File: config.mk
export PLATFORM = sky130hd
export DESIGN_NAME = memory_multiport
export DESIGN_NICKNAME = d
export VERILOG_FILES = /design/src/rtl/memory_multiport.sv
export SDC_FILE = /design/constraint.sdc
export NUM_CORES = 1
export LEC_CHECK = 0
export CAP_MARGIN = 20
export CORE_MARGIN = 1.5
export CORE_UTILIZATION = 61
export CTS_BUF_LIST = sky130_fd_sc_hd__clkbuf_8
export DETAILED_ROUTE_END_ITERATION = 7
export PLACE_DENSITY_LB_ADDON = 0.2
export SYNTH_ARGS = -nofsm -noshare
export SYNTH_HDL_FRONTEND = slang
export SYNTH_SLANG_ARGS = --single-unit
File: constraint.sdc
create_clock -name clock -period 2.73 [get_ports clock]
set_input_delay 0.546 -clock clock [delete_from_list [all_inputs] [get_ports clock]]
set_output_delay 0.546 -clock clock [all_outputs]
set_load 0.05 [all_outputs]
File: src/rtl/memory_multiport.sv
// Multi-port memory: one write port and R_PORTS read ports serialised onto a single-port array.
// Define MEMORY_ADDR_CHECK_EN to add the addr_err output flagging out-of-range accesses.
module memory_multiport #(
  parameter int unsigned WORD_SIZE    = 8,
  parameter logic [WORD_SIZE-1:0] WORD_INIT = '0,
  parameter int unsigned ADDRESS_SIZE = 4,
  parameter int unsigned MEMORY_QTY   = 16,
  parameter int unsigned R_PORTS      = 2,
  parameter int unsigned WAIT_SIZE    = 2,
  parameter int unsigned READ_WAIT    = 0,
  parameter int unsigned WRITE_WAIT   = 0
) (
  input  logic                            clock,
  input  logic                            reset,
  input  logic                            w_en,
  input  logic [ADDRESS_SIZE-1:0]         w_addr,
  input  logic [WORD_SIZE-1:0]            w_data,
  output logic                            w_ready,
  input  logic [R_PORTS-1:0]              r_en,
  input  logic [R_PORTS*ADDRESS_SIZE-1:0] r_addr,
  output logic [R_PORTS*WORD_SIZE-1:0]    r_data,
  output logic [R_PORTS-1:0]              r_ready
`ifdef MEMORY_ADDR_CHECK_EN
  ,
  output logic                            addr_err
`endif
);

  localparam int unsigned PTR_W = (R_PORTS > 1) ? $clog2(R_PORTS) : 1;

  typedef enum logic [1:0] {S_IDLE, S_WAIT, S_ACCESS} state_t;

  state_t                  state;
  logic [WAIT_SIZE-1:0]    cnt;
  logic                    w_armed;
  logic [R_PORTS-1:0]      r_armed;
  logic                    w_req_q;
  logic [R_PORTS-1:0]      r_req_q;
  logic                    last_write;
  logic                    grant_write;
  logic [PTR_W-1:0]        grant_port;
  logic [PTR_W-1:0]        ptr;
  logic [ADDRESS_SIZE-1:0] addr_q;
  logic [WORD_SIZE-1:0]    data_q;

  logic [WORD_SIZE-1:0] mem [MEMORY_QTY] = '{default: WORD_INIT};

  logic                 in_range;
  logic                 mem_we;
  logic [WORD_SIZE-1:0] rd_word;
  logic                 w_pick;
  logic                 rr_found;
  logic [PTR_W-1:0]     rr_port;
  logic [PTR_W-1:0]     rr_next;
  logic [PTR_W-1:0]     sel;

  assign in_range = ({1'b0, addr_q} < (ADDRESS_SIZE+1)'(MEMORY_QTY));
  assign mem_we   = (state == S_ACCESS) && grant_write && in_range;
  assign rd_word  = in_range ? mem[addr_q] : WORD_INIT;

  // A write only beats reads when the previous grant was not itself a write.
  assign w_pick = w_req_q && !(last_write && (|r_req_q));

  always_comb begin
    rr_found = 1'b0;
    rr_port  = '0;
    rr_next  = '0;
    sel      = '0;
    for (int unsigned k = 0; k < R_PORTS; k++) begin
      sel = PTR_W'((32'(ptr) + k) % R_PORTS);
      if (!rr_found && r_req_q[sel]) begin
        rr_found = 1'b1;
        rr_port  = sel;
        rr_next  = PTR_W'((32'(sel) + 1) % R_PORTS);
      end
    end
  end

  always_ff @(posedge clock) begin
    if (mem_we) mem[addr_q] <= data_q;
  end

  always_ff @(posedge clock or negedge reset) begin
    if (!reset) begin
      state       <= S_IDLE;
      cnt         <= '0;
      w_ready     <= 1'b0;
      r_ready     <= '0;
      r_data      <= '0;
      ptr         <= '0;
      w_armed     <= 1'b1;
      r_armed     <= '1;
      w_req_q     <= 1'b0;
      r_req_q     <= '0;
      last_write  <= 1'b0;
      grant_write <= 1'b0;
      grant_port  <= '0;
      addr_q      <= '0;
      data_q      <= '0;
`ifdef MEMORY_ADDR_CHECK_EN
      addr_err    <= 1'b0;
`endif
    end else begin
      w_ready <= 1'b0;
      r_ready <= '0;
`ifdef MEMORY_ADDR_CHECK_EN
      addr_err <= 1'b0;
`endif
      // Requests pass through a sampling register; the ACCESS branch below overrides it for the completing port.
      if (!w_en) w_armed <= 1'b1;
      w_req_q <= w_en & w_armed;
      for (int unsigned k = 0; k < R_PORTS; k++) begin
        if (!r_en[k]) r_armed[k] <= 1'b1;
        r_req_q[k] <= r_en[k] & r_armed[k];
      end

      case (state)
        S_IDLE: begin
          if (w_pick) begin
            grant_write <= 1'b1;
            last_write  <= 1'b1;
            addr_q      <= w_addr;
            data_q      <= w_data;
            cnt         <= WAIT_SIZE'(WRITE_WAIT);
            state       <= (WRITE_WAIT != 0) ? S_WAIT : S_ACCESS;
          end else if (rr_found) begin
            grant_write <= 1'b0;
            last_write  <= 1'b0;
            grant_port  <= rr_port;
            ptr         <= rr_next;
            addr_q      <= r_addr[rr_port*ADDRESS_SIZE +: ADDRESS_SIZE];
            cnt         <= WAIT_SIZE'(READ_WAIT);
            state       <= (READ_WAIT != 0) ? S_WAIT : S_ACCESS;
          end
        end
        S_WAIT: begin
          cnt <= cnt - 1'b1;
          if (cnt == WAIT_SIZE'(1)) state <= S_ACCESS;
        end
        S_ACCESS: begin
          state <= S_IDLE;
          if (grant_write) begin
            w_ready <= 1'b1;
            w_armed <= 1'b0;
            w_req_q <= 1'b0;
          end else begin
            r_ready[grant_port]                          <= 1'b1;
            r_data[grant_port*WORD_SIZE +: WORD_SIZE]    <= rd_word;
            r_armed[grant_port]                          <= 1'b0;
            r_req_q[grant_port]                          <= 1'b0;
          end
`ifdef MEMORY_ADDR_CHECK_EN
          addr_err <= !in_range;
`endif
        end
        default: state <= S_IDLE;
      endcase
    end
  end

endmodule

==> metrics.md, run 1 <==
| Metric | Value |
|---|---|
| Status | `complete, no violations` |
| Non-Filler Instances | `621` |
| Initial antenna violation count | `0` |
| TNS Setup | `0 ns` |
| Inserted Diodes | `0` |
| Xor and xnor area share after synthesis | `0%` |
| Final period utilization | `80.9%` |
| Total track usage | `26.2%` |
| First-pass GRT wire length | `21.4 mm` |
| Clock Root Buffer | `clkbuf_8` |
| Vias | `3793` |
| Placed instance count | `approximately 600` |
| Initial Util | `62.2%` |
| Crit-path cells | `clkdlybuf4s50_1` |
| Crit path kind | `reg2out` |
| Synth cell types | `30` |
| Clock latency on the worst-skew pair | `0.44 ns` |
| Int Pwr | `5.45 mW` |
| Bufs and invs on worst path | `1` |
| Ys Warns | `0` |
| Clock Skews | `roughly 0.014 ns` |
| Commonest non-fill, non-tap cell in the layout | `edfxtp_1` |
| P_leak | `2.88 nW` |
| DRT iter0 DRCs | `396` |
| Compound-Gate Fraction of Synth Area | `5.15%` |
| Drt pass-1 iters | `5` |
| Async SR Flop Fraction | `24.3%` |
| Post-synth top area share | `57.3%` |
| Post-CTS setup buffers | `0` |
| Post-synthesis cell area | `around 6700 sq um` |
| Syn_area_per_cell | `16.7 sq um` |
| Vias in the first global route | `between 3000 and 4000` |
| Peak Freq | `~450 MHz` |
| # DRC | `0` |
| Register share of total power | `47.9%` |
| DIE WIDTH | `108 um` |
| Clk pwr share | `between 10% and 20%` |
| Sequential area share after synthesis | `72.6%` |
| Area Overhead vs Synth | `16.0%` |
| Synth Net Count | `426` |
| Htree depth | `4` |
| Site row count | `38` |
| Max Cap Viol | `0` |
| Post-synth top flop | `edfxtp_1` |
| Mapped Cells | `401` |
| Adder-cell share of the synthesized area | `0%` |
| Cts bufs inserted | `17` |
| Clk pin slew, worst setup/hold paths | `0.09 ns` |
| CP Data Arrival Time | `1.66 ns` |
| Synthesis-stage register bit count | `169` |
| Post-cts sizing count | `0` |
| Final hold violations | `0` |
| Power consumption | `8.63 mW` |
| Share of cells above drive strength 1 | `17.7%` |
| Final setup violating endpoints | `0` |
| Worst-path maximum fanout | `2` |
| Slowest stage delay, CP | `0.82 ns` |
| Most area-hungry cell type in the Yosys netlist | `edfxtp_1` |
| Most frequent cells in the layout | `edfxtp_1 (128), clkdlybuf4s50_1 (42), dfrtp_1 (37)` |
| Gpl congestion | `0.891` |
| RSZ-0062 raised after global routing | `no` |
| Layout net count | `493` |
| Simple-gate area share of the yosys netlist | `approximately 6.0%` |
| Startpoint Class | `flop` |
| Switching power total | `3.19 mW` |
| Ranking of synthesized cells by area | `edfxtp_1 (57%), dfrtp_1 (14%), mux2i_1 (4.8%)` |
| Largest net degree at the start of global routing | `42` |
| Io pins | `44` |
| Core ar. | `roughly 11000 sq um` |
| Post-synth EDFFs | `around 130` |
| Vias per cell | `6.11` |
| Gate power share | `32.4%` |
| Critical path endpoint category | `output pin` |
| IO Port Bufs | `43` |
| CTS Sinks | `around 170` |
| Clock buffer depth | `2` |
| Critical Path RT | `2.18 ns` |
| Antenna-violating nets left | `0` |
| Final wirelength | `13.9 mm` |
| Worst-Margin Slew | `0.939 ns` |
| Top delay family on crit path | `buffers and inverters` |
| Max_slew headroom | `37.4%` |
| TritonCTS clock tree | `yes` |
| Grt total ovfl | `0` |
| Final Slew Violations | `0` |
| Main combinational cell family by area after synthesis | `multiplexers` |
| Worst-case vdd ir drop | `1.08 mV` |
| Vert. Die Dim | `around 110 um` |
| CTS Hold Buffers Added | `0` |
| Final Critical Period | `2.21 ns` |
| Hold Crit Class | `in2async` |
| Switch share | `36.9%` |
| Mux share of post-synthesis cell area | `14.1%` |
| Die ar. | `between 10000 and 15000 sq um` |
| DR WL/cell | `between 20 and 25 um` |
| Half-perimeter wire length after placement | `around 9.2 mm` |
| CP max stage cell | `clkdlybuf4s50_1` |
| P per Cell Area | `1110 nW/um^2` |
-- cell type report --
| type | count | area, sq um |
|---|---|---|
| Tap cell | 140 | 175 |
| Sequential cell | 169 | 4870 |
| Clock inverter | 15 | 153 |
| Multi-Input combinational cell | 204 | 1700 |
| Fill cell | 695 | 3010 |
| Clock buffer | 17 | 234 |
| Inverter | 9 | 33.8 |
| Timing Repair Buffer | 67 | 618 |
-- through the flow --
stage | hold WS [ns] | utilization (%) | instance area (sq um) | worst slack [ns]
floorplan | 0.250 | - | 6710 | 0.456
global placement | 0.445 | 68.5 | 7400 | 0.718
detailed placement | 0.452 | 68.5 | 7400 | 0.711
CTS | 0.247 | 72.1 | 7780 | 0.508
global route | 0.282 | 72.1 | 7780 | 0.472
finish | 0.240 | 72.1 | 7780 | 0.522
-- worst paths after layout --
| check | startpoint | to | slack, ns | cells past startpoint |
|---|---|---|---|---|
| worst max-delay path | r_data[11] | r_data[11] | 0.52 | 1 |
| worst min-delay path | reset | r_req_q[1] | 0.24 | 1 |
| min in group clock | r_armed[0] | r_armed[0] | 0.47 | 2 |
| worst min register to register | r_armed[0] | r_armed[0] | 0.47 | 2 |
| worst max register to register | addr_q[3] | r_data[2] | 0.67 | 5 |
| max in group asynchronous | reset | addr_q[3] | 1.86 | 1 |
-- flip-flops by register name, summed over array words and instances (netlist names), 2 cells and up --
| register | count |
|---|---|
| mem | 128 |
| r_data | 16 |
| data_q | 8 |
| addr_q | 4 |
| r_armed | 2 |
| r_ready | 2 |
| r_req_q | 2 |
-- cell usage after synthesis, drive strengths merged (6+ instances only) --
cell type	instances
a21oi	6
nand3b	6
nand3	17
o21ai	6
a31oi	6
mux2i	32
mux2	20
a22oi	32
edfxtp	128
buf	9
mux4	16
nor3	9
clkbuf	10
dfrtp	38
nor2	19
nand2	23
inv	9
-- layer usage --
layer  vias up  global-route usage (%)  part of all wire (%)
li1       1700                       -                     -
met1      1888                    36.4                    44
met2       178                    39.8                    46
met3        27                    6.90                   7.1
met4         0                    11.0                   2.8
met5         -                       0                     0
-- power by group through the flow --
stage | Clock (mW) | Sequential, mW | Combinational (mW)
detailed placement | 0 | 4.20 | 2.77
CTS | 1.73 | 4.13 | 2.79
global route | 1.84 | 4.21 | 2.97
floorplan | 0 | 4.23 | 1.67
global placement | 0 | 4.16 | 2.71
finish | 1.71 | 4.13 | 2.79
-- logic make-up (layout without fill, tap and decap cells) --
| kind of cell | count (synthesis) | after routing |
|---|---|---|
| DFF | 169 | 169 |
| and+or+nand+nor | 85 | 85 |
| AOI/OAI and AO/OA | 51 | 51 |
| muxes | 68 | 68 |
| buffers and inverters | 28 | 108 |
Power figures use the tool's default switching activity.
==> run 2: changes to the inputs <==
Clock period 2.73 ns to 2.3 ns, I/O delays scaled along.
==> run 2 against run 1 <==
  * Cell count unchanged
  * Combinational power up 19%
  * Clock power up 33%
  * Largest power group unchanged
  * Power up 22%
  * Critical endpoint is now r_data[3]
  * Highest routed layer unchanged
==> metrics.md, run 2 (synthesis results as in run 1) <==
| Metric | Value |
|---|---|
| Final period utilization | `93.7%` |
| Area of placed instances | `between 7000 and 8000 sq um` |
| Worst-path maximum fanout | `2` |
| Total track usage | `25.3%` |
| Post-CTS setup buffers | `0` |
| Slowest stage delay, CP | `just over 0.8 ns` |
| P per Cell Area | `1340 nW/um^2` |
| Gpl congestion | `0.881` |
| Layout net count | `493` |
| Vias per cell | `6.20` |
| Post-cts sizing count | `0` |
| Status | `complete, no violations` |
| Bufs and invs on worst path | `1` |
| Clock latency on the worst-skew pair | `0.45 ns` |
| Regs by FF count | `mem: 128 flops, r_data: 16 flops, data_q: 8 flops` |
| DRT iter0 DRCs | `434` |
| Hold Crit Class | `in2async` |
| Io pins | `44` |
| Area Overhead vs Synth | `17.2%` |
| P_leak | `2.92 nW` |
| Max Cap Viol | `0` |
| Final wirelength | `13.7 mm` |
| DR WL/cell | `22.1 um` |
| Clock buffer depth | `2` |
| Clock Skews | `0.00917 ns` |
| Final Critical Period | `2.16 ns` |
| Half-perimeter wire length after placement | `9.08 mm` |
| Commonest non-fill, non-tap cell in the layout | `edfxtp_1` |
| Largest register FFs | `about 130` |
| Worst-case vdd ir drop | `0.967 mV` |
| Clock Root Buffer | `clkbuf_8` |
| Grt total ovfl | `0` |
| Final Slew Violations | `0` |
| Top delay family on crit path | `buffers and inverters` |
| Vias in the first global route | `3683` |
| Site row count | `38` |
| Final instance area | `7860 sq um` |
| Initial Util | `62.2%` |
| RSZ-0062 raised after global routing | `no` |
| First-pass GRT wire length | `20.4 mm` |
| Drt pass-1 iters | `7` |
| Peak Freq | `464 MHz` |
| Vert. Die Dim | `108 um` |
| CTS Hold Buffers Added | `0` |
| CP max stage cell | `clkdlybuf4s50_1` |
| Most flops, register | `mem` |
| Final Util | `~73%` |
| Flop-to-flop setup slack | `about 0.37 ns` |
| Crit path kind | `reg2out` |
| TNS Setup | `0 ns` |
| Antenna-violating nets left | `0` |
| IO Port Bufs | `43` |
| Cts bufs inserted | `17` |
| CP Data Arrival Time | `1.70 ns` |
| Inserted Diodes | `0` |
| Die ar. | `11600 sq um` |
| Critical Path RT | `1.84 ns` |
| CTS Sinks | `169` |
| Critical path endpoint category | `output pin` |
| Largest net degree at the start of global routing | `33` |
| Share of cells above drive strength 1 | `17.7%` |
| TritonCTS clock tree | `yes` |
| Vias | `between 3000 and 4000` |
| Core ar. | `between 10000 and 15000 sq um` |
| Clk pin slew, worst setup/hold paths | `0.08 ns` |
| Crit-path cells | `clkdlybuf4s50_1` |
| Most frequent cells in the layout | `edfxtp_1 (128), clkdlybuf4s50_1 (42), dfrtp_1 (37)` |
| Worst-Margin Slew | `between 0.8 and 0.9 ns` |
| Htree depth | `4` |
| Power consumption | `10.5 mW` |
| Max_slew headroom | `46.1%` |
| Final hold violations | `0` |
| Final setup violating endpoints | `0` |
| # DRC | `0` |
| Initial antenna violation count | `0` |
| DIE WIDTH | `108 um` |
| Startpoint Class | `flop` |
-- run 2: worst reg2reg max path, cell delays in order, from the launching register on --
cell,delay [ns]
dfrtp_1,0.38
buf_12,0.20
mux4_1,0.63
mux2_2,0.31
a22oi_1,0.21
nand2_1,0.09
-- run 2: power by group --
group,internal (mW),leakage (nW),total [mW],switching (mW)
Clock,1.26,0.228,2.28,1.01
Combinational,1.42,1.05,3.32,1.90
Sequential,4.10,1.65,4.92,0.820
-- run 2: layout make-up --
cell class / count / area [sq um]
sequential: 169 / 4870
fill: 654 / 2930
multi-input combinational: 204 / 1700
timing repair buffer: 67 / 631
clock buffer: 20 / 275
tap: 140 / 175
clock inverter: 12 / 174
inverter: 9 / 33.8
-- run 2: per-stage QoR --
stage               setup slack (ns)  std cells  hold slack (ns)
floorplan                     0.0262        401            0.164
global placement               0.429        589            0.447
detailed placement             0.386        589            0.448
CTS                            0.126        621           0.0669
global route                   0.103        621            0.103
finish                         0.144        621           0.0711
-- run 2: path summary, 6_finish.rpt --
check	start	endpoint	depth (start not counted)
worst min-delay path	reset	r_req_q[1]	1
min in group clock	r_armed[0]	r_armed[0]	2
max in group asynchronous	reset	r_data[15]	2
worst max register to register	addr_q[2]	r_data[13]	5
worst min register to register	r_armed[0]	r_armed[0]	2
worst max-delay path	r_data[3]	r_data[3]	1
-- run 2: layer usage --
metal	track usage (%)	routed length (um)	part of all wire (%)
met1	36.0	5760	42
met4	11.2	318	2.3
met3	6.54	1240	9.1
met2	37.3	6390	47
met5	0	0	0
